===== src/rtl/input_conditioner.sv =====
// Multi-channel input conditioner: synchroniser chain, per-channel debounce, rise/fall pulses.
// Optional press-toggle outputs are built when INPUT_COND_TOGGLE_EN is defined.
module input_conditioner #(
    parameter int                NUM_CH          = 8,
    parameter int                SYNC_STAGES     = 2,
    parameter int                DEBOUNCE_CYCLES = 400000,
    parameter logic [NUM_CH-1:0] RESET_VALUE     = '0
) (
    input  logic              clock,
    input  logic              reset_n,
    input  logic [NUM_CH-1:0] async_in,
    output logic [NUM_CH-1:0] level,
    output logic [NUM_CH-1:0] rise,
    output logic [NUM_CH-1:0] fall,
    output logic [NUM_CH-1:0] toggle
);

    localparam int               CNT_W    = $clog2(DEBOUNCE_CYCLES + 1);
    localparam logic [CNT_W-1:0] CNT_LAST = CNT_W'(DEBOUNCE_CYCLES - 1);
    localparam logic [CNT_W-1:0] CNT_ONE  = CNT_W'(1'b1);
    localparam logic [CNT_W-1:0] CNT_ZERO = CNT_W'(1'b0);

    logic [NUM_CH-1:0] sync_q [SYNC_STAGES];
    logic [NUM_CH-1:0] sync_d [SYNC_STAGES];
    logic [CNT_W-1:0]  cnt_q  [NUM_CH];
    logic [CNT_W-1:0]  cnt_d  [NUM_CH];
    logic [NUM_CH-1:0] level_q, level_d;
    logic [NUM_CH-1:0] rise_q, rise_d;
    logic [NUM_CH-1:0] fall_q, fall_d;
    logic [NUM_CH-1:0] sync_s;

    // Synchroniser shift: pure flop-to-flop, nothing between stages.
    always_comb begin
        sync_d[0] = async_in;
        for (int k = 1; k < SYNC_STAGES; k++) begin
            sync_d[k] = sync_q[k-1];
        end
    end

    // Synchroniser chain registers.
    always_ff @(posedge clock or negedge reset_n) begin
        if (!reset_n) begin
            for (int k = 0; k < SYNC_STAGES; k++) begin
                sync_q[k] <= RESET_VALUE;
            end
        end else begin
            sync_q <= sync_d;
        end
    end

    assign sync_s = sync_q[SYNC_STAGES-1];

    // Debounce: a new level is accepted only after DEBOUNCE_CYCLES consecutive differing samples.
    always_comb begin
        level_d = level_q;
        rise_d  = {NUM_CH{1'b0}};
        fall_d  = {NUM_CH{1'b0}};
        for (int i = 0; i < NUM_CH; i++) begin
            cnt_d[i] = CNT_ZERO;
            if (sync_s[i] != level_q[i]) begin
                if (cnt_q[i] == CNT_LAST) begin
                    level_d[i] = sync_s[i];
                    rise_d[i]  = sync_s[i];
                    fall_d[i]  = ~sync_s[i];
                    cnt_d[i]   = CNT_ZERO;
                end else begin
                    cnt_d[i] = cnt_q[i] + CNT_ONE;
                end
            end else begin
                cnt_d[i] = CNT_ZERO;
            end
        end
    end

    // Debounce state and edge-pulse registers.
    always_ff @(posedge clock or negedge reset_n) begin
        if (!reset_n) begin
            level_q <= RESET_VALUE;
            rise_q  <= {NUM_CH{1'b0}};
            fall_q  <= {NUM_CH{1'b0}};
            for (int i = 0; i < NUM_CH; i++) begin
                cnt_q[i] <= CNT_ZERO;
            end
        end else begin
            level_q <= level_d;
            rise_q  <= rise_d;
            fall_q  <= fall_d;
            cnt_q   <= cnt_d;
        end
    end

    assign level = level_q;
    assign rise  = rise_q;
    assign fall  = fall_q;

`ifdef INPUT_COND_TOGGLE_EN
    logic [NUM_CH-1:0] toggle_q, toggle_d;

    // Toggle flips on the same edge that launches the rise pulse.
    always_comb begin
        toggle_d = toggle_q ^ rise_d;
    end

    // Toggle state register.
    always_ff @(posedge clock or negedge reset_n) begin
        if (!reset_n) begin
            toggle_q <= {NUM_CH{1'b0}};
        end else begin
            toggle_q <= toggle_d;
        end
    end

    assign toggle = toggle_q;
`else
    assign toggle = {NUM_CH{1'b0}};
`endif

endmodule


===== config.mk =====
export PLATFORM = sky130hd
export DESIGN_NAME = input_conditioner
export DESIGN_NICKNAME = d
export VERILOG_FILES = /design/src/rtl/input_conditioner.sv
export SDC_FILE = /design/constraint.sdc
export NUM_CORES = 1
export LEC_CHECK = 0
export CORE_ASPECT_RATIO = 1.4
export CORE_MARGIN = 2
export CORE_UTILIZATION = 65
export DETAILED_ROUTE_END_ITERATION = 8
export GPL_TIMING_DRIVEN = 0
export PLACE_DENSITY = 0.93
export SLEW_MARGIN = 30
export SYNTH_ARGS = -nofsm -noshare
export SYNTH_HDL_FRONTEND = slang
export SYNTH_SLANG_ARGS = --single-unit

===== constraint.sdc =====
create_clock -name clock -period 4.02 [get_ports clock]
set_input_delay 1.206 -clock clock [delete_from_list [all_inputs] [get_ports clock]]
set_output_delay 1.206 -clock clock [all_outputs]
set_load 0.03 [all_outputs]

[Word-level counts from Yosys, hierarchy flattened]
Cells that the tools add are included.
Storage, ports and cells
  flip-flop bits (word level): 192
Cells by class
  reductions and logical operators: 8
  bitwise gates (word level): 8
  equality and inequality tests: 16
  multiplexer cells: 48
  $add $sub $neg: 8
Operators with widths (number)
  19-bit two-way mux: 16
  19-bit by 1-bit adder with 19-bit output (second input constant): 8
  19-bit equality test (second input constant): 8
  1-bit two-way mux: 32
  2-bit AND reduction: 8
  1-bit != test: 8
  1-bit NOT: 8

[Longest topological paths before layout]
  word-level depth: 3
  depth in mapped cells: 7

[Worst setup path after synthesis]
OpenSTA, ideal clock, no wires.
  path kind: register to register
  from: register cnt_q[38] in the netlist's numbering
  to: register level_q[5], in the netlist level[5]
  buffers on the path: 0
  library setup time: 0.125 ns
  data arrival time: 1.877 ns
  cell stages (with the launch flop): 6
  clock period less this slack: 2.002 ns
  setup slack: 2.018 ns
  cell sequence: dfrtp_1 > ha_1 > nand4_2 > or3_1 > or4_4 > mux2_4
Between the ends
  cells in the longest elaborated chain, start to end: 2
RTL lines
  from (decl): RTL line 25  | logic [CNT_W-1:0] cnt_q [NUM_CH];
  from (signal assigned): RTL line 88  | cnt_q <= cnt_d;
  19-bit equality test: RTL line 61  | if (cnt_q[i] == CNT_LAST) begin
  2-bit AND reduction (no source line)
  to (signal assigned): RTL line 85  | level_q <= level_d;
  to (decl): RTL line 27  | logic [NUM_CH-1:0] level_q, level_d;
Every way passes these cells.
A chain may end at the register's enable or synchronous reset.

[Worst setup path in the final report]
  from: register level_q[3], in the netlist level[3]
  to: output level[3]
RTL lines
  to (decl): RTL line 12  | output logic [NUM_CH-1:0] level,
No word-level cell between the ends.

==> results.yml <==
clock_tree:
  cts_tree: "built"
  clk_latency_ns: 0.43
  clk_pin_slew_worst_paths_ns: 0.07
  htree_levels: 4
  cts_setup_buffers: 0
  clock_path_buffers: 2
  cts_resized: 0
  cts_made_buffers: 17
  cts.sinks: 192
  cts_root_buffer: "clkbuf_16"
  hold_buffers: 0
route:
  dr.pass1.iters: 5
  wl_per_cell_um: 16.8
  via_per_inst: 6.21
  drt_iter0_drc: 389
  dr_total_vias: 7151
  drc: 0
  antenna_left: 0
  wl_mm: 19.3
setup_path:
  slowest_stage: "clkdlybuf4s50_1"
  endpoint_kind: "output pin"
  criticalPathCategory: "flip-flop to output pin"
  cp_top_family: "buffers and inverters"
  max_stage_delay_ns: 0.71
  start_kind: "flip-flop"
  cp_cell_sequence: "clkdlybuf4s50_1"
  cp_max_fo: 6
  r2r_start: "cnt_q[140]$_DFF_PN0_"
  cp.required_ns: 2.81
  worstPathArrival_ns: 1.60
  path_buf_inv: 1
  worstSetupStartpoint: "level[3]$_DFFE_PN0P_"
placement:
  dp_slack_ns: 1.66
  port_buffers: 33
  dp_cells: 1119
  routabilityCongestion: 0.928
  dpl_cell_area_sq_mm: 0.00981
  hpwl_mm: 12.4
global_routing:
  grt_pass1_wl_mm: 33.1
  antenna_found_initial: 0
  grt_overflow: 0
  grt_usage_pct: 27.3
  grt_max_degree: 90
  grt_pass1_vias: 7206
yosys:
  synth-seq-cells: 192
  yosys_warnings: 0
  yosysSeqAreaShare_pct: 52.5
  syn_area_sq_mm: 0.00916
  synth_flop_cell: "dfrtp_1"
  async_flop_share_pct: 100
  netlist_instances: 892
  avgSynthCellArea_sq_um: 10.3
  synth-edff-count: 0
  synth_cell_types: 46
die:
  initial_core_util_pct: 66.2
  ios: 42
  num_rows: 51
  dieWidth_um: 104
  die_h_um: 144
  die-area_sq_mm: 0.0151
  core_sq_mm: 0.0138
final_layout:
  syn_to_final_growth_pct: 14.0
  layout_commonest_cell: "dfrtp_1"
  layout-drive-gt1-share_pct: 7.76
  n_antenna_cell: 0
  final.fill_count: 870
  final_area_sq_mm: 0.0104
  layout.cells.non_filler: 1151
  num-nets-final: 971
  layout.area.seq_sq_mm: 0.00480
  multi_input_area_sq_mm: 0.00417
  fin_util_pct: 75.4
  final_cell_mix: "192 x dfrtp_1, 130 x nor2_1, 76 x xnor2_1, 59 x nand3_1, 48 x nand4_1"
sta:
  whs_ns: 0.353
  setup_violations: 0
  finalHoldViolCount: 0
  rsz0062_at_grt: "no"
  setup_tns_ns: 0
  drv_slew: 0
  fmax_mhz: 356
  skew_ns: 0.00702
  maxSlewHeadroom_pct: 37.5
  finalCriticalPeriod_ns: 2.81
  worst_pin_slew_ns: 0.930
  fin_ws_ns: 1.21
  finalCritPeriodShare_pct: 69.9
pwr:
  report.power.total_mw: 3.93
  power_leakage_nw: 4.19
  ir_drop_mv: 0.401
  power_density_mw_per_mm2: 376
hold_path:
  min_from: "sync_d[1]$_DFF_PN0_"
  min_path_type: "flip-flop to flip-flop"
outcome:
  status: "completed"
run:
  cap_violations: 0
-- cell usage after synthesis (3+ instances only) --
cell type	n	area (sq um)
and3_1	22	138
nor4b_1	9	78.8
or4_4	3	33.8
nor3b_1	18	135
xnor2_1	76	666
mux2_2	6	67.6
o21ai_0	14	70.1
nor4_1	32	200
dfrtp_1	192	4800
mux2i_1	3	30.0
o31ai_2	4	50.1
ha_1	8	100
nor4bb_1	7	70.1
or4_1	10	75.1
o31ai_1	8	60.1
and4_1	13	114
nand3_1	59	295
or2_2	3	18.8
buf_4	8	60.1
nand4_1	48	300
or3_1	22	138
xor2_1	41	359
nor2_1	130	488
a21oi_1	25	125
nand2_1	43	161
buf_2	6	30.0
and2_1	5	31.3
clkbuf_1	14	52.6
inv_1	18	67.6
nor3_1	21	105
-- cells by family after synthesis --
| family | count (synthesis) | synth area share [%] |
|---|---|---|
| AOI/OAI and AO/OA | 64 | 4.49 |
| xor gates and xnor gates | 117 | 11.2 |
| adders and majority gates | 8 | 1.09 |
| buffers and inverters | 46 | 2.29 |
| DFF | 192 | 52.5 |
| muxes | 11 | 1.39 |
| other | 1 | 0.0409 |
| and+or+nand+nor | 453 | 27.0 |
-- per-layer routing --
metal  wire, um  vias up  track usage [%]
li1           -     3314                -
met1       7450     3496             31.4
met2      10300      271             49.3
met3        920       70             5.72
met4        595        0             12.0
met5          0        -                0
-- final timing paths --
path / endpoint / cells after the start / slack (ns)
min in group asynchronous: rise[2]$_DFF_PN0_ / 1 / 0.68
max reg2reg: cnt_q[142]$_DFF_PN0_ / 5 / 1.64
max: level[3] / 1 / 1.21
min reg2reg: sync_s[1]$_DFF_PN0_ / 0 / 0.35
min: sync_s[1]$_DFF_PN0_ / 0 / 0.35
max in group asynchronous: cnt_q[131]$_DFF_PN0_ / 2 / 2.56
-- sequential cells by signal, indices dropped and copies added (netlist names) --
name	count
sync_d	8
cnt_q	152
rise	8
fall	8
sync_s	8
level	8
-- power breakdown --
part           total, mW  internal [mW]  switching [mW]
Sequential          1.99           1.96          0.0311
Combinational      0.140         0.0462          0.0937
Clock               1.80           1.08           0.722
Total               3.93           3.08           0.846
-- cell type report --
cell class	count	share of cell area (%)
Buffer	28	1.37
Timing Repair Buffer	35	3.74
Multi-Input combinational cell	661	39.9
Clock inverter	12	1.71
Inverter	18	0.647
Clock buffer	20	4.37
Tap cell	185	2.22
Sequential cell	192	46.0
(Power assumes the default switching activity.)
